`src/rtl/rv_pkg.sv`:
```
// Shared RISC-V constants for the M-extension multiply/divide unit:
// funct3 encodings, opcode/funct7 identifiers, FSM state encoding and
// small operand-classification helpers.
package rv_pkg;

  localparam logic [6:0] OPCODE_OP     = 7'b0110011;
  localparam logic [6:0] FUNCT7_MULDIV = 7'b0000001;

  localparam logic [2:0] F3_MUL    = 3'b000;
  localparam logic [2:0] F3_MULH   = 3'b001;
  localparam logic [2:0] F3_MULHSU = 3'b010;
  localparam logic [2:0] F3_MULHU  = 3'b011;
  localparam logic [2:0] F3_DIV    = 3'b100;
  localparam logic [2:0] F3_DIVU   = 3'b101;
  localparam logic [2:0] F3_REM    = 3'b110;
  localparam logic [2:0] F3_REMU   = 3'b111;

  typedef enum logic [1:0] {
    ST_IDLE = 2'd0,
    ST_CALC = 2'd1,
    ST_DONE = 2'd2
  } muldiv_state_t;

  // funct3[2] separates the divide group from the multiply group
  function automatic logic op_is_div(input logic [2:0] f3);
    return f3[2];
  endfunction

  // rs1 is interpreted as signed for MULH, MULHSU, DIV and REM
  function automatic logic op_rs1_signed(input logic [2:0] f3);
    return (f3 == F3_MULH) || (f3 == F3_MULHSU) || (f3 == F3_DIV) || (f3 == F3_REM);
  endfunction

  // rs2 is interpreted as signed for MULH, DIV and REM
  function automatic logic op_rs2_signed(input logic [2:0] f3);
    return (f3 == F3_MULH) || (f3 == F3_DIV) || (f3 == F3_REM);
  endfunction

endpackage

```
`src/rtl/rv_div_core.sv`:
```
// Iterative restoring divider on unsigned magnitudes. One quotient bit is
// produced per asserted step. The quotient/remainder outputs are the values
// that result from the current step, so the parent can capture the final
// answer on the same edge that performs the last step.
module rv_div_core #(
  parameter int XLEN = 32
) (
  input  logic            clk,
  input  logic            rst,
  input  logic            load,
  input  logic            step,
  input  logic [XLEN-1:0] dividend,
  input  logic [XLEN-1:0] divisor,
  output logic [XLEN-1:0] quotient,
  output logic [XLEN-1:0] remainder
);

  logic [XLEN-1:0] rem_q;
  logic [XLEN-1:0] quo_q;
  logic [XLEN-1:0] dvs_q;
  logic [XLEN:0]   shifted;
  logic [XLEN:0]   diff;
  logic [XLEN-1:0] rem_nxt;
  logic [XLEN-1:0] quo_nxt;

  // One restoring step: shift in the next dividend bit, keep the difference if non-negative
  always_comb begin
    shifted = {rem_q, quo_q[XLEN-1]};
    diff    = shifted - {1'b0, dvs_q};
    if (!diff[XLEN]) begin
      rem_nxt = diff[XLEN-1:0];
      quo_nxt = {quo_q[XLEN-2:0], 1'b1};
    end else begin
      rem_nxt = shifted[XLEN-1:0];
      quo_nxt = {quo_q[XLEN-2:0], 1'b0};
    end
    quotient  = quo_nxt;
    remainder = rem_nxt;
  end

  // Remainder/quotient shift registers; the quotient register starts out holding the dividend
  always_ff @(posedge clk or negedge rst) begin
    if (!rst) begin
      rem_q <= '0;
      quo_q <= '0;
      dvs_q <= '0;
    end else if (load) begin
      rem_q <= '0;
      quo_q <= dividend;
      dvs_q <= divisor;
    end else if (step) begin
      rem_q <= rem_nxt;
      quo_q <= quo_nxt;
    end
  end

endmodule

```
`src/rtl/rv_muldiv_unit.sv`:
```
// RISC-V M-extension multiply/divide unit. Radix-2 shift-add multiply and
// restoring divide on operand magnitudes, with the sign correction applied
// when the result is captured on entry to DONE. Division by zero and signed
// overflow bypass the iteration and complete one cycle after accept.
// Optional build macro MULDIV_FAST_MUL_EN: multiplies use a single-cycle
// full product and also complete one cycle after accept.
//
// state | meaning
// IDLE  | waiting for a request, in_ready high
// CALC  | iterating, one radix-2 step per enabled cycle
// DONE  | result valid, held until out_ready
module rv_muldiv_unit #(
  parameter int XLEN = 32
) (
  input  logic            clk,
  input  logic            rst,
  input  logic            enable,
  input  logic            flush,
  input  logic            in_valid,
  output logic            in_ready,
  input  logic [2:0]      op,
  input  logic [XLEN-1:0] rs1_val,
  input  logic [XLEN-1:0] rs2_val,
  input  logic [4:0]      rd_in,
  output logic            out_valid,
  input  logic            out_ready,
  output logic [XLEN-1:0] result,
  output logic [4:0]      rd_out,
  output logic            busy
);

  import rv_pkg::*;

  localparam int CW = $clog2(XLEN);
  localparam logic [CW-1:0]   LAST_STEP = CW'(XLEN - 1);
  localparam logic [XLEN-1:0] MOST_NEG  = {1'b1, {(XLEN-1){1'b0}}};

  muldiv_state_t state, state_nxt;

  logic [CW-1:0]     cnt;
  logic [2:0]        op_q;
  logic [4:0]        rd_q;
  logic              neg_a_q;
  logic              neg_b_q;
  logic [XLEN-1:0]   mcand_q;
  logic [2*XLEN-1:0] prod_q;
  logic [XLEN-1:0]   result_q;
  logic [4:0]        rd_out_q;

  logic              accept;
  logic              step_en;
  logic              finish;

  logic              rs1_neg;
  logic              rs2_neg;
  logic [XLEN-1:0]   mag_a;
  logic [XLEN-1:0]   mag_b;
  logic              div_zero;
  logic              div_ovf;
  logic              fast_path;
  logic [XLEN-1:0]   fast_res;

  logic [XLEN:0]     mul_sum;
  logic [2*XLEN-1:0] prod_step;
  logic [XLEN-1:0]   quotient;
  logic [XLEN-1:0]   remainder;
  logic [XLEN-1:0]   quo_fix;
  logic [XLEN-1:0]   rem_fix;
  logic [XLEN-1:0]   calc_res;

  // Negate the magnitude product when the operand signs differ, then pick the low or high half
  function automatic logic [XLEN-1:0] mul_select(input logic [2:0] f3,
                                                 input logic [2*XLEN-1:0] prod,
                                                 input logic neg);
    logic [2*XLEN-1:0] full;
    full = neg ? (~prod + 1'b1) : prod;
    return (f3 == F3_MUL) ? full[XLEN-1:0] : full[2*XLEN-1:XLEN];
  endfunction

  // Request decode: magnitudes, sign flags and the single-cycle special cases
  always_comb begin
    rs1_neg  = op_rs1_signed(op) & rs1_val[XLEN-1];
    rs2_neg  = op_rs2_signed(op) & rs2_val[XLEN-1];
    mag_a    = rs1_neg ? (~rs1_val + 1'b1) : rs1_val;
    mag_b    = rs2_neg ? (~rs2_val + 1'b1) : rs2_val;
    div_zero = op_is_div(op) && (rs2_val == '0);
    div_ovf  = ((op == F3_DIV) || (op == F3_REM)) && (rs1_val == MOST_NEG) && (rs2_val == '1);
    fast_res = '0;
    if (div_zero) begin
      fast_res = op[1] ? rs1_val : '1;
    end else if (div_ovf) begin
      fast_res = op[1] ? '0 : MOST_NEG;
    end
`ifdef MULDIV_FAST_MUL_EN
    fast_path = div_zero | div_ovf | ~op_is_div(op);
    if (!op_is_div(op)) begin
      fast_res = mul_select(op, {{XLEN{1'b0}}, mag_a} * {{XLEN{1'b0}}, mag_b}, rs1_neg ^ rs2_neg);
    end
`else
    fast_path = div_zero | div_ovf;
`endif
  end

  // Iteration step results and the sign-corrected final value
  always_comb begin
    mul_sum   = {1'b0, prod_q[2*XLEN-1:XLEN]} + (prod_q[0] ? {1'b0, mcand_q} : '0);
    prod_step = {mul_sum, prod_q[XLEN-1:1]};
    quo_fix   = (neg_a_q ^ neg_b_q) ? (~quotient + 1'b1) : quotient;
    rem_fix   = neg_a_q ? (~remainder + 1'b1) : remainder;
    if (op_is_div(op_q)) begin
      calc_res = op_q[1] ? rem_fix : quo_fix;
    end else begin
      calc_res = mul_select(op_q, prod_step, neg_a_q ^ neg_b_q);
    end
  end

  // State register
  always_ff @(posedge clk or negedge rst) begin
    if (!rst) begin
      state <= ST_IDLE;
    end else begin
      state <= state_nxt;
    end
  end

  // Next-state and control strobes; flush beats any request, enable low freezes everything
  always_comb begin
    state_nxt = state;
    accept    = 1'b0;
    step_en   = 1'b0;
    finish    = 1'b0;
    if (enable) begin
      if (flush) begin
        state_nxt = ST_IDLE;
      end else begin
        case (state)
          ST_IDLE: begin
            if (in_valid) begin
              accept    = 1'b1;
              state_nxt = fast_path ? ST_DONE : ST_CALC;
            end
          end
          ST_CALC: begin
            step_en = 1'b1;
            if (cnt == LAST_STEP) begin
              finish    = 1'b1;
              state_nxt = ST_DONE;
            end
          end
          ST_DONE: begin
            if (out_ready) begin
              state_nxt = ST_IDLE;
            end
          end
          default: state_nxt = ST_IDLE;
        endcase
      end
    end
  end

  // Operand capture, multiply shift register, step counter and result capture
  always_ff @(posedge clk or negedge rst) begin
    if (!rst) begin
      cnt      <= '0;
      op_q     <= '0;
      rd_q     <= '0;
      neg_a_q  <= 1'b0;
      neg_b_q  <= 1'b0;
      mcand_q  <= '0;
      prod_q   <= '0;
      result_q <= '0;
      rd_out_q <= '0;
    end else if (accept) begin
      cnt     <= '0;
      op_q    <= op;
      rd_q    <= rd_in;
      neg_a_q <= rs1_neg;
      neg_b_q <= rs2_neg;
      mcand_q <= mag_a;
      prod_q  <= {{XLEN{1'b0}}, mag_b};
      if (fast_path) begin
        result_q <= fast_res;
        rd_out_q <= rd_in;
      end
    end else if (step_en) begin
      cnt    <= cnt + 1'b1;
      prod_q <= prod_step;
      if (finish) begin
        result_q <= calc_res;
        rd_out_q <= rd_q;
      end
    end
  end

  rv_div_core #(.XLEN(XLEN)) u_div_core (
    .clk       (clk),
    .rst       (rst),
    .load      (accept),
    .step      (step_en & op_is_div(op_q)),
    .dividend  (mag_a),
    .divisor   (mag_b),
    .quotient  (quotient),
    .remainder (remainder)
  );

  assign in_ready  = (state == ST_IDLE);
  assign out_valid = (state == ST_DONE);
  assign busy      = (state != ST_IDLE);
  assign result    = result_q;
  assign rd_out    = rd_out_q;

endmodule

```
`config.mk`:
```
export PLATFORM = sky130hd
export DESIGN_NAME = rv_muldiv_unit
export DESIGN_NICKNAME = d
export VERILOG_FILES = /design/src/rtl/rv_pkg.sv /design/src/rtl/rv_div_core.sv /design/src/rtl/rv_muldiv_unit.sv
export SDC_FILE = /design/constraint.sdc
export NUM_CORES = 1
export LEC_CHECK = 0
export CAP_MARGIN = 20
export CORE_ASPECT_RATIO = 2
export CORE_MARGIN = 1.5
export CORE_UTILIZATION = 50
export CTS_CLUSTER_SIZE = 16
export DETAILED_ROUTE_END_ITERATION = 6
export DONT_BUFFER_PORTS = 1
export GPL_ROUTABILITY_DRIVEN = 0
export PLACE_DENSITY = 0.68
export SETUP_SLACK_MARGIN = 0.2
export SLEW_MARGIN = 30
export SYNTH_ARGS = -nofsm -noshare
export SYNTH_HDL_FRONTEND = slang
export SYNTH_HIERARCHICAL = 1
export SYNTH_SLANG_ARGS = --single-unit
```
`constraint.sdc`:
```
create_clock -name clk -period 5.56 [get_ports clk]
set_input_delay 0.556 -clock clk [delete_from_list [all_inputs] [get_ports clk]]
set_output_delay 0.556 -clock clk [all_outputs]
set_load 0.01 [all_outputs]
```
Word-level counts from Yosys, hierarchy flattened:

Index checks and enable logic that the tools add are counted.

* register bits: 246
* input bits: 78

* $add $sub $neg: 8
* equality and inequality tests: 13
* muxes and demuxes: 48
* bitwise operators: 10
* reductions and logical operators: 18

Operators by type and width (count)
* $mux 32: 21
* $mux 64: 3
* $add 32x1->32 const B: 4
* $not 32->32: 4
* $add 64x1->64 const B: 1
* $eq 32x32->1 const B: 2
* $not 64->64: 1
* $add 32x32->33: 1
* $sub 33x32->33: 1
* $logic_not 32->1: 1
* $mux 5: 6
* $mux 1: 12
* $mux 2: 5
* $reduce_bool 2->1: 4
* $eq 3x3->1 const B: 2
* $logic_or 1x1->1: 6
* $ne 3x3->1 const B: 2
* $pmux 2 s3: 1
* $add 5x1->5 const B: 1
* $eq 5x5->1 const B: 1
* $reduce_and 4->1: 1
* $and 1x1->1: 3
* $eq 3x1->1 const B: 1
* $eq 3x2->1 const B: 1
* 10 further kinds: 12

Logic depth before layout (Yosys ltp):

* depth after elaboration: 10
* mapped depth: 26
* mapped depth without buffers: 24

Cells and area by module:

Netlist, hierarchy kept.

By module, submodules not included
* rv_muldiv_unit: instances 1, cells an instance 1775, area each 13711.9 um^2, seq. area each 3753.6 um^2
* rv_div_core: instances 1, cells an instance 794, area each 6573.8 um^2, seq. area each 2402.3 um^2

Least setup slack after synthesis:

Ideal clock, no wire load.

* kind: register to register
* start point: reg u_div_core.rem_q[24]
* end point: reg result_q[29] (netlist: result[29])
* arrival: 5213 ps
* required time: 5455 ps
* setup slack: 242 ps
* stages on the path, launching flop included: 23
* clock period less this slack: 5318 ps
* path through: dfrtp_1 ha_1 buf_6 a21oi_4 o21ai_2 a221o_1 a221o_1 a21oi_2 xor2_4 inv_4 buf_2 o21ai_0 nand2_1 or4_1 or4_1 or4_1 o21ai_1 xor2_1 a221oi_1 o21ai_0 nand3_1 nor4_1 nor4b_1

* cells in the longest elaborated chain, start to end: 10
* elaborated cells between the ends (all ways): 14
* those cells by class: 3 x add/sub; 9 x mux; 2 x bitwise

Ends and longest elaborated chain
* from (decl): line rv_div_core.sv:18 `logic [XLEN-1:0] rem_q;`
* from (signal assigned): line rv_div_core.sv:52 `rem_q <= rem_nxt;`
* $sub 33x32->33: line rv_div_core.sv:29 `diff = shifted - {1'b0, dvs_q};`
* $mux 32: line rv_div_core.sv:30 `if (!diff[XLEN]) begin`
* net remainder[22]: line rv_muldiv_unit.sv:66 `logic [XLEN-1:0] remainder;`
* $not 32->32: line rv_muldiv_unit.sv:109 `rem_fix = neg_a_q ? (~remainder + 1'b1) : remainder;`
* $add 32x1->32: line rv_muldiv_unit.sv:109
* $mux 32: line rv_muldiv_unit.sv:109
* $mux 32: line rv_muldiv_unit.sv:111 `calc_res = op_q[1] ? rem_fix : quo_fix;`
* $mux 32: line rv_muldiv_unit.sv:110 `if (op_is_div(op_q)) begin`
* $mux 32: line rv_muldiv_unit.sv:188 `if (finish) begin`
* $mux 32: line rv_muldiv_unit.sv:185 `end else if (step_en) begin`
* $mux 32: line rv_muldiv_unit.sv:173 `end else if (accept) begin`
* to (signal assigned): line rv_muldiv_unit.sv:182 `result_q <= fast_res;`
* to (signal assigned): line rv_muldiv_unit.sv:189 `result_q <= calc_res;`
* to (decl): line rv_muldiv_unit.sv:47 `logic [XLEN-1:0] result_q;`

The timed path passes the listed nets, and every way through them passes these cells. The select of a mux whose other input is x is not followed.
A chain may end at the register's enable or synchronous reset.

Final worst setup path:

* start point: reg u_div_core.rem_q[24]
* end point: reg result_q[30] (netlist: result[30])

* cells in the longest elaborated chain, start to end: 10
* elaborated cells between the ends (all ways): 14
* those cells by class: 3 x add/sub; 9 x mux; 2 x bitwise

Ends and longest elaborated chain
* $sub 33x32->33: line rv_div_core.sv:29
* $mux 1: line rv_div_core.sv:30
* net quotient[0]: line rv_muldiv_unit.sv:65 `logic [XLEN-1:0] quotient;`
* $not 32->32: line rv_muldiv_unit.sv:108 `quo_fix = (neg_a_q ^ neg_b_q) ? (~quotient + 1'b1) : quotient;`
* $add 32x1->32: line rv_muldiv_unit.sv:108
* $mux 32: line rv_muldiv_unit.sv:108
* $mux 32: line rv_muldiv_unit.sv:111
* $mux 32: line rv_muldiv_unit.sv:110
* $mux 32: line rv_muldiv_unit.sv:188
* $mux 32: line rv_muldiv_unit.sv:185
* $mux 32: line rv_muldiv_unit.sv:173

The timed path passes the listed nets, and every way through them passes these cells. The select of a mux whose other input is x is not followed.

==> summary.txt <==
Tightest Pin Transition: 1.03 ns
Total power draw: 12.1 mW
FF-to-FF Start: u_div_core/rem_q[24]
Max VDD drop: 0.000233 V
Static Leakage: 9.65 nW
Initial Utilization: 0.506
FILL cells: 3756
Final Hold Fails: 246
Sequential area share after synthesis: 0.303
Largest cells by area after synthesis: dfrtp_1, nand2_1, o21ai_0
CTS tree: yes
P&R area growth vs syn: 11.0%
Kind of critical path: register to register
Combinational share of power: 0.611
Switching portion of total power: 0.479
RSZ-0062 raised after global routing: true
WL per Instance: 25.7 um
Post-route setup TNS: 0 ns
First-pass GRT wire length: 120000 um
Num rows: 104
Int Pwr: 6.29 mW
Pins Over Slew Limit: 0
CTS sink cnt: 246
Vias post-DR: 20200
I/O pins: 118
H-tree level count: 1
R2R Path End: result[30]
Gr usage total: 0.375
Die area: 41900 um2
CP max FO: 9
Fmax: 182 MHz
CORE AREA: 40100 um2
MaxCap Viol Count: 0
Grt ovf: 0
Worst R2R Path Depth: 21
Maximum number of buffers from clock root to sink: 3
Layout Cells excl Fill: 3097
#FFs+latches synth: 246
Final period util: 0.990
Seq pwr share: 0.227
Critical path capture point type: register
Hold Path Class: input port to asynchronous set/reset pin
FF/Latch Area: 6160 um2
Post-Syn Instances: 2569
# placed instances: 3034
Post-synth top flop: dfrtp_1
Violated checks: design-rule violations, negative hold slack
Critical Path RT: 5.97 ns
Power Dens Cells: 536 nW/um2
Reg clk slew, reported paths: 0.07 ns
Chip Width: 145 um
Nets@finish: 2696
Syn avg cell area: 7.90 um2
WP data arrival: 5.91 ns
Cell with the most instances after synthesis: nand2_1
HPWL after DPL: 59300 um
Synth top area share: 0.303
CTS Buf Count: 25
Share of post-route cells with drive strength above 1: 0.127
Post-Place Worst Slack: -0.0876 ns
YS warnings: 6
Post-synth net total: 2721
Final worst slack: 0.0577 ns
Die height: 288 um
Clock tree root driver cell: clkbuf_16
1st-iter DRT viols: 1889
Multi-input gate area: 13400 um2
Port bufs: 0
Avg Vias per Cell: 6.52
Largest net degree at the start of global routing: 247
Fin util: 0.562
Clock power share: 0.162
Worst Setup Start Kind: register
Initial antenna violation count: 6
Ys async rst share: 1.00
Vias in the first global route: 20100
First drt pass iteration count: 7
Hold_ws: -0.295 ns
Remaining DRCs: 1
EDFF count, synth: 0
Rel. slew slack: 0.303
Final wirelength: 79600 um
Most common library cells after synthesis: nand2_1, dfrtp_1, o21ai_0
Minimum clock period: 5.50 ns
Register-to-Register Setup Slack: 0.06 ns
Skew-Pair Late Insertion Delay: 0.55 ns
Sw power: 5.78 mW
Final setup fails: 0
Cell taking the most area after synthesis: dfrtp_1
Layout Skew: 0.0221 ns
Post-synth design cell area: 20300 um2
Status: finished, violations left
Synth cell types: 106
Routed Antenna Nets: 0
-- per-stage QoR --
step | instance area [um2] | hold WS, ns
after detailed placement | 21000 | 0.272
after floorplan | 20300 | 0.260
after global routing | 22500 | -0.310
after global placement | 21000 | 0.269
after CTS | 22100 | -0.312
final | 22500 | -0.295
-- power groups by stage --
stage                     clock network [mW]  logic [mW]  registers (mW)
after floorplan                            0        4.63            2.50
after global placement                     0        6.35            2.72
after detailed placement                   0        6.46            2.74
after CTS                               1.97        6.69            2.72
after global routing                    2.03        7.92            2.79
final                                   1.96        7.38            2.74
-- kinds of logic (layout without fill, tap and decap cells) --
group           count (synthesis)  in the layout  synth area share
compound gates                735            735             0.241
xor+xnor                      219            219            0.0955
fa+ha+maj                      74             74            0.0464
buf+inv                       261            253            0.0586
flops                         246            246             0.303
mux                            47             47            0.0241
other cells                     0              6                 0
simple gates                  987            987             0.231
-- flip-flops by register name (all words and copies together) (netlist names) --
| signal | count |
|---|---|
| prod_q | 64 |
| mcand_q | 32 |
| result | 32 |
| u_div_core/dvs_q | 32 |
| u_div_core/quo_q | 32 |
| u_div_core/rem_q | 32 |
| cnt | 5 |
| rd_out | 5 |
| rd_q | 5 |
| op_q | 3 |
| state | 2 |
| neg_a_q | 1 |
| neg_b_q | 1 |
-- cell type report --
cell class,count,share of cell area
Tap cell,530,0.0294
Inverter,79,0.0136
Antenna cell,6,0.000667
Clock buffer,31,0.0310
Timing Repair inverter,1,0.000278
Sequential cell,246,0.273
Multi-Input combinational cell,2062,0.597
Timing Repair Buffer,129,0.0451
Clock inverter,13,0.00989
-- routing by layer --
layer  routed length (um)  track usage
met1                25500        0.372
met2                38300        0.638
met3                 6490       0.0845
met4                 9350        0.374
met5                   13            0
-- worst max-delay path by stage --
stage / start / endpoint / slack (ns) / depth (start not counted)
finish: u_div_core/rem_q[24] / result[30] / 0.06 / 21
global route: u_div_core/rem_q[4] / result[27] / -0.04 / 22
CTS: u_div_core/dvs_q[27] / result[31] / 0.20 / 25
detailed placement: u_div_core/rem_q[25] / result[27] / -0.09 / 20
global placement: u_div_core/rem_q[24] / result[29] / -0.06 / 20
floorplan: u_div_core/rem_q[24] / result[29] / 0.24 / 22
-- worst max-delay path, cell delays in order, from the launching register on --
cell	delay [ns]
dfrtp_1	0.42
ha_4	0.26
a21oi_4	0.15
o21ai_2	0.09
a221o_1	0.33
a221o_1	0.42
a21oi_2	0.12
buf_4	0.14
xor2_4	0.25
clkinv_4	0.15
buf_12	0.16
buf_6	0.13
nand2_2	0.07
nand2_1	0.07
or4_4	0.54
or4_4	0.43
or4_4	0.53
o41ai_4	0.27
xor2_1	0.24
a221oi_2	0.11
a222oi_1	0.34
o21ai_1	0.10
-- timing repair --
action                                  4_1_cts  5_1_grt
buffers inserted                              1       11
endpoints found under the hold margin       246      246
pin swaps                                     7       45
endpoints found under the setup margin       10       12
cloned                                        1        0
gates resized for setup                      33       71
-- cells in the final DEF, fill, tap and decap left out, drive strengths merged, types with 24 or more instances in the layout --
cell type	instances
a21oi	165
a22o	24
a22oi	30
a311oi	31
a31oi	30
and2	48
buf	129
clkbuf	31
dfrtp	246
ha	72
inv	78
mux2i	39
nand2	461
nand3	34
nand4	32
nor2	195
nor3	46
nor4	32
o211ai	37
o21ai	231
o31ai	34
or3	34
xnor2	103
xor2	116
(Power assumes the default switching activity.)
